[src/rtl/fetch_unit.sv]
// Instruction fetch stage: owns the PC, drives the instruction memory address,
// and fills the IF/ID register. Handles redirects, stall, HALT and issue counting.
//
// state  | meaning
// RUN    | fetching; redirects, stall and HALT detection are active
// HALTED | HALT_OP seen; only reset leaves this state
module fetch_unit #(
  parameter int          ADDR_W  = 7,
  parameter int          DATA_W  = 32,
  parameter logic [5:0]  HALT_OP = 6'b111111,
  parameter int          CNT_W   = 16
) (
  input  logic              clk,
  input  logic              reset,
  input  logic              stall,
  input  logic              branchTaken,
  input  logic [ADDR_W-1:0] branchBase,
  input  logic [15:0]       branchOffset,
  input  logic              jump,
  input  logic [25:0]       jumpTarget,
  input  logic              jumpReg,
  input  logic [31:0]       regTarget,
  output logic [ADDR_W-1:0] adrx,
  input  logic [DATA_W-1:0] instrIn,
  output logic [DATA_W-1:0] instrOut,
  output logic [ADDR_W-1:0] pcPlus1Out,
  output logic              validOut,
  output logic              halted,
  output logic [CNT_W-1:0]  issueCount
);

  typedef enum logic {RUN = 1'b0, HALTED = 1'b1} state_t;

  localparam logic [ADDR_W-1:0] PC_ONE  = ADDR_W'(1);
  localparam logic [CNT_W-1:0]  CNT_ONE = CNT_W'(1);

  state_t              state_q, state_d;
  logic [ADDR_W-1:0]   pc_q, pc_d;
  logic [DATA_W-1:0]   instr_q, instr_d;
  logic [ADDR_W-1:0]   pc1_q, pc1_d;
  logic                valid_q, valid_d;
  logic [CNT_W-1:0]    cnt_q, cnt_d;
  logic                redirect;
  logic [ADDR_W-1:0]   target;

  // Only the low ADDR_W bits of each target field are meaningful.
  logic unused_hi;
  assign unused_hi = ^{jumpTarget[25:ADDR_W], regTarget[31:ADDR_W],
                       branchOffset[15:ADDR_W]};

  assign redirect = jumpReg | jump | branchTaken;

  always_comb begin
    target = branchBase + branchOffset[ADDR_W-1:0];
    if (jumpReg)   target = regTarget[ADDR_W-1:0];
    else if (jump) target = jumpTarget[ADDR_W-1:0];
  end

  always_comb begin
    state_d = state_q;
    pc_d    = pc_q;
    instr_d = instr_q;
    pc1_d   = pc1_q;
    valid_d = valid_q;
    cnt_d   = cnt_q;
    if (state_q == RUN) begin
      if (redirect) begin
        pc_d    = target;
        instr_d = '0;
        pc1_d   = '0;
        valid_d = 1'b0;
      end else if (stall) begin
        pc_d = pc_q;
      end else if (instrIn[DATA_W-1 -: 6] == HALT_OP) begin
        state_d = HALTED;
        instr_d = '0;
        valid_d = 1'b0;
      end else begin
        instr_d = instrIn;
        pc1_d   = pc_q + PC_ONE;
        pc_d    = pc_q + PC_ONE;
        valid_d = 1'b1;
        if (cnt_q != '1) cnt_d = cnt_q + CNT_ONE;
      end
    end
  end

  always_ff @(posedge clk) begin
    if (reset) begin
      state_q <= RUN;
      pc_q    <= '0;
      instr_q <= '0;
      pc1_q   <= '0;
      valid_q <= 1'b0;
      cnt_q   <= '0;
    end else begin
      state_q <= state_d;
      pc_q    <= pc_d;
      instr_q <= instr_d;
      pc1_q   <= pc1_d;
      valid_q <= valid_d;
      cnt_q   <= cnt_d;
    end
  end

  assign adrx       = pc_q;
  assign instrOut   = instr_q;
  assign pcPlus1Out = pc1_q;
  assign validOut   = valid_q;
  assign halted     = (state_q == HALTED);
  assign issueCount = cnt_q;

endmodule

[config.mk]
export PLATFORM = sky130hd
export DESIGN_NAME = fetch_unit
export DESIGN_NICKNAME = d
export VERILOG_FILES = /design/src/rtl/fetch_unit.sv
export SDC_FILE = /design/constraint.sdc
export NUM_CORES = 1
export LEC_CHECK = 0
export CORE_MARGIN = 10
export CORE_UTILIZATION = 35
export CTS_CLUSTER_DIAMETER = 80
export CTS_CLUSTER_SIZE = 8
export DETAILED_ROUTE_END_ITERATION = 12
export PLACE_DENSITY = 0.78
export SYNTH_ARGS = -nofsm -noshare
export SYNTH_HDL_FRONTEND = slang
export SYNTH_SLANG_ARGS = --single-unit
[constraint.sdc]
create_clock -name clk -period 1.71 [get_ports clk]
set_input_delay 0.2565 -clock clk [delete_from_list [all_inputs] [get_ports clk]]
set_output_delay 0.2565 -clock clk [all_outputs]
set_load 0.05 [all_outputs]
### Word level (Yosys, flattened, before mapping)

Cells that the tools add are included.

* flip-flop bits (word level): 64
* output and inout bits: 64
* bits of input ports: 119
* word-level logic and storage cells: 38

* reduce and logical (&&, ||, !) cells: 3
* bitwise logic cells: 6
* add/sub/neg operators: 3
* eq/ne operators: 4
* multiplexer cells: 16

Operators by type and width (number)
* 32-bit two-way mux: 3
* 7-bit two-way mux: 6
* 16-bit by 1-bit adder with 16-bit output, second input constant: 1
* 16-bit != test, second input constant: 1
* 7-bit by 1-bit adder with 7-bit output, second input constant: 1
* 7-bit adder: 1
* 1-bit two-way mux: 7
* 6-bit equality test, second input constant: 1
* 5-bit AND reduction: 1
* 1-bit inverter: 4
* 3-bit AND reduction: 1
* 2-bit by 1-bit != test with 1-bit output, second input constant: 1
* 2-bit != test, second input constant: 1
* 1-bit bitwise OR: 2
* 2-bit AND reduction: 1

### Logic depth before layout (Yosys ltp)

Gate-level depths: netlist (run 1).

* depth after elaboration: 5
* depth in mapped cells: 8
* mapped depth without buffers: 7

### Worst setup path after synthesis (run 1)

No wires, ideal clock.

* kind: register to register
* start: register cnt_q[5], in the netlist issueCount[5]
* end: register cnt_q[3], in the netlist issueCount[3]
* stages on the path, launching flop included: 8
* setup time: 0.121 ns
* slack: -0.447 ns
* period minus slack after synthesis: 2.157 ns
* data required time: 1.589 ns
* arrival time: 2.036 ns
* buffers on the path: 2
* cells stage by stage: dfxtp_1 > and4_1 > buf_6 > and4_4 > buf_8 > a31oi_4 > and4_4 > mux2_4

* word-level cells in the longest chain between the ends: 2

RTL lines
* from (decl): RTL line 42 `logic [CNT_W-1:0] cnt_q, cnt_d;`
* from (signal assigned): RTL line 102 `cnt_q <= cnt_d;`
* 16-bit != test: RTL line 83 `if (cnt_q != '1) cnt_d = cnt_q + CNT_ONE;`
* 5-bit AND reduction (no source line)

No other way between the ends.
A chain may end at the register's enable or synchronous reset.

### Worst setup path in the final report (run 1)

* start: input branchBase[4]
* end: register pc_q[5], in the netlist adrx[5]

* word-level cells in the longest chain between the ends: 4

RTL lines
* from (decl): RTL line 17 `input logic [ADDR_W-1:0] branchBase,`
* 7-bit adder: RTL line 54 `target = branchBase + branchOffset[ADDR_W-1:0];`
* 7-bit two-way mux: RTL line 56 `else if (jump) target = jumpTarget[ADDR_W-1:0];`
* 7-bit two-way mux: RTL line 55 `if (jumpReg) target = regTarget[ADDR_W-1:0];`
* 7-bit two-way mux: RTL line 67 `if (redirect) begin`
* to (signal assigned): RTL line 98 `pc_q <= pc_d;`
* to (decl): RTL line 38 `logic [ADDR_W-1:0] pc_q, pc_d;`

No other way between the ends.

==> impl_metrics.tcl, run 1 <==
set metrics [dict create \
    fp.coreArea_mm2 0.00881 \
    drtIter0Drc 180 \
    remaining_drc_errors 0 \
    synth_top_family_by_area "compound AO/OA/AOI/OAI gates" \
    kind_of_end_point_of_the_critical_path "flop" \
    global_route_wire_length_before_repair_mm 17.0 \
    tritoncts_num_sinks 64 \
    min_period_ns 1.66 \
    n_diodes 0 \
    detail_route_antenna_nets 0 \
    drv_slew 0 \
    buffer_ports.inserted 129 \
    die_width_um 116 \
    clock_transition_at_path_regs_ns 0.08 \
    setup-violations-final 0 \
    synth-seq-area-share 0.401 \
    synth.yosys.warnings 0 \
    gpl.final_weighted_congestion 0.912 \
    slowest_delay_ns 0.51 \
    muxShareOfSynthArea 0.0161 \
    post_drt_wl_per_cell_um 16.8 \
    post-route-period-util 0.970 \
    vias 3277 \
    max-clock-path-buffers 2 \
    worst_rel_slew_slack 0.683 \
    final.fill_count 772 \
    crit_path_top_delay_cell "clkdlybuf4s50_1" \
    cts_buffers 9 \
    r2r-end "issueCount[13]$_SDFFE_PP0P_" \
    die-height_um 116 \
    cts_hold_buffers 0 \
    synth_edf_count 0 \
    grt_antenna_before_repair 0 \
    outcome "finished, final reports clean" \
    cellPowerDensity_mw_per_mm2 699 \
    dp.cells 616 \
    cts_tree "built" \
    seqPwrFrac 0.431 \
    final_core_util 0.580 \
    hpwlAfterDp_mm 8.27 \
    critical_path.endpoint "adrx[5]$_SDFFE_PP0P_" \
    synth.cell_area_mm2 0.00319 \
    timing.setup.tns_ns 0 \
    netSwitchingFraction 0.274 \
    grt_pass1_vias 3356 \
    crit_fanout 3 \
    synth_top_area_cells "dfxtp_1 (40%), a22oi_1 (8.9%), nor2_1 (7.3%), xnor2_1 (3.3%), ha_1 (3.1%)" \
    post_synthesis_net_count 480 \
    post-synth-top-area-cell "dfxtp_1" \
    layout-drive-gt1-share 0.375 \
    criticalPathCategory "in -> reg" \
    net-switching-power_mw 0.977 \
    drt_wl_total_mm 10.7 \
    power.static_leakage_nw 2.12 \
    clkLatencyLatePin_ns 0.34 \
    worst_ir_drop_on_vdd_mv 0.477 \
    yosys.area_share.simple 0.218 \
    total_power_mw 3.57 \
    cell_internal_pwr_mw 2.59 \
    grt_usage 0.156 \
    max_freq_mhz 603 \
    number_of_different_library_cells_in_the_post_synthesis_netlist 55 \
    num_rows 34 \
    drt_pre_antenna_iters 4 \
    asyncSetResetFlopFracSynth 0 \
    synth_area_in_adders 0.0376 \
    worstRegToRegCells 5 \
    cap_violations 0 \
    place_area_mm2 0.00474 \
    worst_pin_slew_ns 0.475 \
    die-area_mm2 0.0133 \
    postSynthRegisterBits 64 \
    synthXorXnorAreaFrac 0.0439 \
    critical_path_required_ns 1.96 \
    root_buffer "clkbuf_8" \
    grt_setup_unrepaired "false" \
    synthToLayoutAreaGrowth_pct 59.9 \
    synth-compound-area-share 0.223 \
    path_cells "clkdlybuf4s50_1 -> ha_4 -> nand3_1 -> o22ai_2 -> or4b_1 -> a311oi_1" \
    cp.arrival_ns 1.91 \
    worstSetupStartpointType "input port" \
    grt-ovfl-total 0 \
    final.setup_skew_ns 0.0107 \
    synth_flop_cell "dfxtp_1" \
    largest_net_degree_at_the_start_of_global_routing 33 \
    report.final.hold_viol_count 0 \
    timing.hold.worst.class "in -> reg" \
    power_frac_comb 0.180 \
    post_synthesis_instance_total 352 \
    power.clock.fraction 0.389 \
    timing.critical_path.from "branchBase[4]" \
    yosys.area.top_type_share 0.401 \
    ctsHtreeMaxLevel 3 \
    rrSetupSlack_ns 0.07 \
    floorplan.io_pins 183 \
    non_filler_cell_area_final_mm2 0.00511 \
    initial_standard_cell_utilization_of_the_core 0.363 \
    timing.rr.start "issueCount[8]$_SDFFE_PP0P_" \
    finish.net_count 651 \
    drt-vias-per-instance 5.15 \
    syn_avg_cell_area_um2 9.07 \
    post_layout_nonfiller_instances 636 \
]
[timing repair]
action                                  4_1_cts  5_1_grt
gates resized for setup                      20       23
endpoints found under the setup margin       58       27
setup buffers                                 3        1
pin swaps                                    20       17
[cell type report]
type	instances	area (um2)	share of cell area
multi-input cells	257	1840	0.360
repair buffers	183	1570	0.308
flip-flops and latches	64	1320	0.258
clock buffers	10	149	0.0292
well taps	108	135	0.0265
clock inverters	6	65.1	0.0127
inverters	8	30.0	0.00588
[flip-flops by register name, indices dropped and copies added (netlist names)]
| name | flops |
|---|---|
| instrOut | 32 |
| issueCount | 16 |
| adrx | 7 |
| halted | 1 |
| validOut | 1 |
| pcPlus1Out | 7 |
[Yosys cell counts, types with 2 or more instances]
library cell	n
or3_1	2
nor2b_1	4
o21ai_0	15
ha_1	8
or2_2	2
nor4_2	4
dfxtp_1	64
buf_2	3
nand2_1	22
a22oi_1	38
buf_4	2
buf_6	7
a211oi_1	4
xor2_1	4
nand3_1	12
nand3b_1	2
nor2_1	62
nor4_4	2
clkbuf_1	9
and4_1	2
inv_1	8
a31oi_1	2
and3_1	4
a21oi_1	19
a221oi_1	2
and4_4	2
xnor2_1	12
nor3_1	3
a311oi_1	4
mux2_4	2
nand4_1	2
[layer usage]
| layer | vias up | share of wire | GRT usage |
|---|---|---|---|
| met4 | 0 | 0.0099 | 0.0414 |
| met5 | - | 0 | 0 |
| met3 | 11 | 0.086 | 0.0568 |
| li1 | 1616 | - | - |
| met1 | 1558 | 0.39 | 0.171 |
| met2 | 92 | 0.51 | 0.279 |
[kinds of logic (layout without fill, tap and decap cells)]
logic type	after synthesis	after routing
buf+inv	31	207
fa+ha+maj	9	9
simple gates	132	132
xor+xnor	16	16
compound gates	96	96
flops	64	64
mux	4	4
[power groups by stage]
stage / Combinational (mW) / Clock (mW) / Sequential (mW)
4_1_cts: 0.622 / 1.42 / 1.54
3_3_place_gp: 0.592 / 0 / 1.57
6_report: 0.641 / 1.39 / 1.54
3_5_place_dp: 0.604 / 0 / 1.57
2_1_floorplan: 0.208 / 0 / 1.66
5_1_grt: 0.689 / 1.48 / 1.54
[worst min path at each step]
stage                                     from  cells past startpoint                         end
global route                       instrIn[28]                      3   instrOut[28]$_SDFFE_PP0P_
CTS                                      reset                      2  pcPlus1Out[3]$_SDFFE_PP0P_
global placement    issueCount[4]$_SDFFE_PP0P_                      1  issueCount[4]$_SDFFE_PP0P_
floorplan                          instrIn[25]                      2   instrOut[25]$_SDFFE_PP0P_
detailed placement       validOut$_SDFFE_PP0P_                      2       validOut$_SDFFE_PP0P_
finish                             instrIn[28]                      3   instrOut[28]$_SDFFE_PP0P_
[through the flow]
stage	setup WS (ns)	hold WS [ns]
2_1_floorplan	-0.187	0.419
3_3_place_gp	-0.503	0.446
3_5_place_dp	-0.546	0.456
4_1_cts	-0.00601	0.323
5_1_grt	0.00520	0.255
6_report	0.0507	0.234
[placed cells by master, fill, tap and decap left out, types with 9 or more instances in the layout]
cell	netlist	routed
buf_4	2	115
nor2_1	62	61
clkdlybuf4s50_1	0	49
dfxtp_1	64	44
a22oi_1	38	37
nand2_1	22	22
a21oi_1	19	15
dfxtp_2	0	15
xnor2_1	12	12
nand3_1	12	11
dlymetal6s2s_1	0	10
clkbuf_8	0	9
[critical path: cells and delay by family]
kind | cells | cell delay, ns
AO/OA/AOI/OAI | 2 | 0.36
adder cells (fa/ha/maj) | 1 | 0.22
buffers and inverters | 1 | 0.51
AND/OR/NAND/NOR | 2 | 0.57
No activity file was read; power rests on OpenSTA's default activity.
==> run 2: changes to the inputs <==
Settings changed: PLACE_DENSITY 0.78 to not set, PLACE_DENSITY_LB_ADDON set to 0.08.
==> run 2 against run 1 <==
  * Sequential power about the same
  * Register-to-register slack better by 0.02 ns
  * Critical path depth did not move
  * Core utilization grew 1.2 points
  * Flip-flop and latch count stayed put
  * Via count is 2.5% lower
  * Largest power group is now clock
  * Cell count rose by 0.94%
  * Clock skew down 0.0017 ns
  * Wire length decreased by 3.0%
  * Critical endpoint unchanged
  * Highest routed layer unchanged
  * Sequential share of layout area down 0.54 points
==> impl_metrics.tcl, run 2 (synthesized netlist as in run 1, its figures left out) <==
set metrics [dict create \
    outcome "finished, final reports clean" \
    layout.cells.most_common_list "buf_4 (117), nor2_1 (62), clkdlybuf4s50_1 (55), dfxtp_1 (44), a22oi_1 (38)" \
    die-height_um 116 \
    ctsHtreeMaxLevel 3 \
    criticalPathCategory "in -> reg" \
    worst_ir_drop_on_vdd_mv 0.394 \
    buffer_ports.inserted 129 \
    post_drt_wl_per_cell_um 16.2 \
    global_route_wire_length_before_repair_mm 16.9 \
    gpl.final_weighted_congestion 0.794 \
    cts_tree "built" \
    drt_wl_total_mm 10.4 \
    worst_pin_slew_ns 0.550 \
    place_area_mm2 0.00481 \
    tritoncts_num_sinks 64 \
    post-route-period-util 0.981 \
    die-area_mm2 0.0133 \
    num_rows 34 \
    largest_register_ffs 32 \
    mostFrequentLayoutCell "buf_4" \
    crit_fanout 3 \
    cts_hold_buffers 0 \
    vias 3194 \
    grt_usage 0.156 \
    cp.arrival_ns 1.92 \
    max-clock-path-buffers 2 \
    timing.setup.tns_ns 0 \
    synthToLayoutAreaGrowth_pct 63.3 \
    setup-violations-final 0 \
    drv_slew 0 \
    timing.hold.worst.class "in -> reg" \
    grt_pass1_vias 3409 \
    floorplan.io_pins 183 \
    drtIter0Drc 165 \
    hp-start "reset" \
    layout-drive-gt1-share 0.377 \
    largest_net_degree_at_the_start_of_global_routing 28 \
    kind_of_end_point_of_the_critical_path "flop" \
    report.final.hold_viol_count 0 \
    clkLatencyLatePin_ns 0.34 \
    post_layout_nonfiller_instances 642 \
    die_width_um 116 \
    clock_transition_at_path_regs_ns 0.08 \
    max_freq_mhz 596 \
    detail_route_antenna_nets 0 \
    grt_antenna_before_repair 1 \
    cellPowerDensity_mw_per_mm2 726 \
    cts_buffers 9 \
    drt_pre_antenna_iters 4 \
    timing.rr.start "halted$_SDFF_PP0_" \
    final.setup_skew_ns 0.00906 \
    root_buffer "clkbuf_8" \
    worst_rel_slew_slack 0.633 \
    remaining_drc_errors 0 \
    total_power_mw 3.79 \
    fp.coreArea_mm2 0.00881 \
    worstSetupStartpointType "input port" \
    cap_violations 0 \
    hpwlAfterDp_mm 8.06 \
    worstRegToRegCells 6 \
    non_filler_cell_area_final_mm2 0.00522 \
    critical_path_required_ns 1.95 \
    power.static_leakage_nw 2.12 \
    initial_standard_cell_utilization_of_the_core 0.363 \
    hold-path-cell-count 2 \
    drt-vias-per-instance 4.98 \
    timing.critical_path.from "branchBase[4]" \
    dp.cells 619 \
    finish.net_count 656 \
    min_period_ns 1.68 \
    grt-ovfl-total 0 \
]
-- run 2: final timing paths --
kind              slack, ns                     endpoint
setup / recovery       0.03         adrx[5]$_SDFFE_PP0P_
hold / removal         0.39   pcPlus1Out[5]$_SDFFE_PP0P_
setup reg to reg       0.09  issueCount[11]$_SDFFE_PP0P_
hold reg to reg        0.46   pcPlus1Out[6]$_SDFFE_PP0P_
-- run 2: timing repair --
| action | 4_1_cts | 5_1_grt |
|---|---|---|
| setup buffers | 3 | 3 |
| endpoints found under the setup margin | 58 | 56 |
| pin swaps | 16 | 8 |
| resized for setup | 23 | 11 |
-- run 2: layout make-up --
| cell class | instances | area, um2 |
|---|---|---|
| timing repair buffer | 188 | 1630 |
| clock buffer | 10 | 149 |
| multi-input combinational | 257 | 1850 |
| tap | 108 | 135 |
| antenna | 1 | 2.50 |
| clock inverter | 6 | 95.1 |
| fill | 766 | 3590 |
| inverter | 8 | 30.0 |
| sequential | 64 | 1320 |
-- run 2: per-layer routing --
| metal | up-vias | GRT usage | share of wire |
|---|---|---|---|
| li1 | 1622 | - | - |
| met1 | 1490 | 0.186 | 0.44 |
| met2 | 74 | 0.251 | 0.47 |
| met3 | 8 | 0.0667 | 0.079 |
| met4 | 0 | 0.0397 | 0.0095 |
| met5 | - | 0 | 0 |
-- run 2: critical path, stage by stage --
cell and delay (ns):
clkdlybuf4s50_1 0.51, ha_4 0.22, nand3_1 0.10, o22ai_2 0.09
or4b_1 0.48, a311oi_1 0.26
-- run 2: report_power, final --
part	switching (mW)	internal (mW)	leakage (nW)
clock network	0.673	0.929	0.123
logic	0.319	0.327	1.46
registers	0.0284	1.51	0.529
-- run 2: stage by stage --
step                utilization  setup slack (ns)  hold slack [ns]
floorplan                     -            -0.187            0.419
global route              0.592          -0.00998            0.390
finish                    0.592            0.0325            0.389
global placement          0.546            -0.497            0.443
CTS                       0.582           -0.0636            0.381
detailed placement        0.546            -0.586            0.450
==> run 3: changes to the inputs <==
Settings changed: TNS_END_PERCENT set to 20.
==> run 3 against run 2 <==
  * Critical path depth did not move
  * First-iteration DRC count rose by 25%
  * Die area did not move
  * Cell count fell by 0.78%
  * Final area fell by 1.8%
  * Sequential power barely moved
  * Flip-flop and latch count did not move
  * Combinational power fell by 3%
  * Core utilization fell by 1.0 points
  * Register-to-register slack barely moved
  * Count of clock-buffer cells in the layout rose by 1
  * Critical endpoint unchanged
==> impl_metrics.tcl, run 3 (synthesized netlist as in run 1, its figures left out) <==
set metrics [dict create \
    outcome "finished, final reports clean" \
    largest_net_degree_at_the_start_of_global_routing 33 \
    place_area_mm2 0.00477 \
    power.static_leakage_nw 2.13 \
    worstSetupStartpointType "input port" \
    layout.cells.most_common_list "buf_4 (115), nor2_1 (60), clkdlybuf4s50_1 (52), dfxtp_1 (44), a22oi_1 (35)" \
    timing.hold.worst.class "in -> reg" \
    grt_usage 0.158 \
    mostFrequentLayoutCell "buf_4" \
    setup-violations-final 0 \
    worst_rel_slew_slack 0.713 \
    cts_buffers 9 \
    cp.arrival_ns 1.94 \
    hp-start "instrIn[28]" \
    crit_path_top_delay_cell "clkdlybuf4s50_1" \
    clock_transition_at_path_regs_ns 0.07 \
    finish.net_count 653 \
    grt_pass1_vias 3406 \
    grt_antenna_before_repair 1 \
    worst_ir_drop_on_vdd_mv 0.433 \
    largest_register_ffs 32 \
    vias 3220 \
    worst_pin_slew_ns 0.430 \
    ff_latch_area_mm2 0.00132 \
    post_drt_wl_per_cell_um 16.5 \
    final.fill_count 805 \
    die-area_mm2 0.0133 \
    netSwitchingFraction 0.262 \
    worstRegToRegCells 6 \
    die-height_um 116 \
    drt_pre_antenna_iters 4 \
    grt_setup_unrepaired "true" \
    criticalPathCategory "in -> reg" \
    num_rows 34 \
    postLayoutSetupSlackWorst_ns 0.0306 \
    critPathTopFamily "buffers and inverters" \
    drtIter0Drc 207 \
    power.clock.fraction 0.386 \
    initial_standard_cell_utilization_of_the_core 0.363 \
    critical_path_required_ns 1.97 \
    clkLatencyLatePin_ns 0.34 \
    final.setup_skew_ns 0.00617 \
    max_freq_mhz 595 \
    critical_path.n_buffers_inverters 1 \
    path_cells "clkdlybuf4s50_1 -> ha_4 -> a21oi_2 -> o22ai_1 -> or4b_1 -> a311oi_2" \
    post-route-period-util 0.982 \
    multi_input_comb_area_mm2 0.00184 \
    fp.coreArea_mm2 0.00881 \
    cellPowerDensity_mw_per_mm2 689 \
    post-place-ws_ns -0.582 \
    min_period_ns 1.68 \
    ctsHtreeMaxLevel 3 \
    hold_end "instrOut[28]$_SDFFE_PP0P_" \
    cts_tree "built" \
    rrSetupSlack_ns 0.09 \
    cap_violations 0 \
    seqPwrFrac 0.436 \
    cell_internal_pwr_mw 2.61 \
    root_buffer "clkbuf_8" \
    kind_of_end_point_of_the_critical_path "flop" \
    post_layout_nonfiller_instances 637 \
    timing.rr.start "issueCount[4]$_SDFFE_PP0P_" \
    crit_fanout 3 \
    die_width_um 116 \
    non_filler_cell_area_final_mm2 0.00512 \
    slowest_delay_ns 0.50 \
    drt-vias-per-instance 5.05 \
    max-clock-path-buffers 2 \
    synthToLayoutAreaGrowth_pct 60.5 \
    hold-path-cell-count 3 \
    detail_route_antenna_nets 0 \
    tritoncts_num_sinks 64 \
    dp.cells 619 \
    global_route_wire_length_before_repair_mm 17.1 \
    buffer_ports.inserted 129 \
    grt-ovfl-total 0 \
    net-switching-power_mw 0.924 \
    drt_wl_total_mm 10.5 \
    hpwlAfterDp_mm 8.20 \
    r2r-end "issueCount[11]$_SDFFE_PP0P_" \
    drv_slew 0 \
    gpl.final_weighted_congestion 0.804 \
    layout-drive-gt1-share 0.375 \
    report.final.hold_viol_count 0 \
    power_frac_comb 0.179 \
    remaining_drc_errors 0 \
    floorplan.io_pins 183 \
]
## run 3: cell count changes in the layout (fill, tap and decap cells not counted), sizes merged, moves of 2 or more
cell / change
dlymetal6s2s: +5
clkdlybuf4s50: -3
dlygate4sd2: -2
inv: -3
buf: -3
## run 3: final cells by class
type	instances	share of cell area
Timing Repair Buffer	185	0.311
Antenna cell	1	0.000488
Multi-Input combinational cell	257	0.359
Clock buffer	11	0.0317
Clock inverter	3	0.00781
Tap cell	108	0.0264
Inverter	8	0.00586
Sequential cell	64	0.257
## run 3: timing repair
action	CTS	global route
resized for setup	20	23
setup buffers	2	1
hold buffers	0	0
pin swaps	14	13
setup endpoints to repair	57	34
## run 3: worst reg2reg max path, delay by kind of cell, from the launching register on
family	cells	cell delay (ns)
flops	1	0.38
simple gates	3	0.46
compound gates	1	0.33
buf+inv	1	0.19
xor+xnor	1	0.16
## run 3: layer usage
metal	part of all wire	global-route usage
met5	0	0
met4	0.011	0.0465
met3	0.086	0.0636
met2	0.48	0.268
met1	0.42	0.178
## run 3: power groups by stage
stage               logic (mW)  clock network [mW]  registers (mW)
finish                   0.630                1.36            1.54
global route             0.684                1.46            1.54
CTS                      0.619                1.40            1.54
detailed placement       0.605                   0            1.57
floorplan                0.206                   0            1.66
global placement         0.599                   0            1.57
## run 3: worst max path at each step
stage / startpoint / endpoint / slack [ns] / cells past startpoint
2_1_floorplan: issueCount[8]$_SDFFE_PP0P_ / issueCount[13]$_SDFFE_PP0P_ / -0.19 / 7
3_3_place_gp: branchBase[0] / adrx[6]$_SDFFE_PP0P_ / -0.56 / 8
3_5_place_dp: branchBase[0] / adrx[4]$_SDFFE_PP0P_ / -0.58 / 8
4_1_cts: branchOffset[3] / adrx[5]$_SDFFE_PP0P_ / -0.04 / 6
5_1_grt: branchBase[3] / adrx[5]$_SDFFE_PP0P_ / -0.02 / 6
6_report: branchBase[3] / adrx[5]$_SDFFE_PP0P_ / 0.03 / 6
## run 3: metrics by stage
| step | setup TNS [ns] | hold slack [ns] | utilization | power (mW) |
|---|---|---|---|---|
| 2_1_floorplan | -0.420 | 0.419 | - | 1.86 |
| 3_3_place_gp | -29.72 | 0.444 | 0.541 | 2.17 |
| 5_1_grt | -0.0255 | 0.237 | 0.582 | 3.69 |
| 3_5_place_dp | -29.71 | 0.448 | 0.541 | 2.18 |
| 6_report | 0 | 0.224 | 0.582 | 3.53 |
| 4_1_cts | -0.114 | 0.333 | 0.571 | 3.55 |
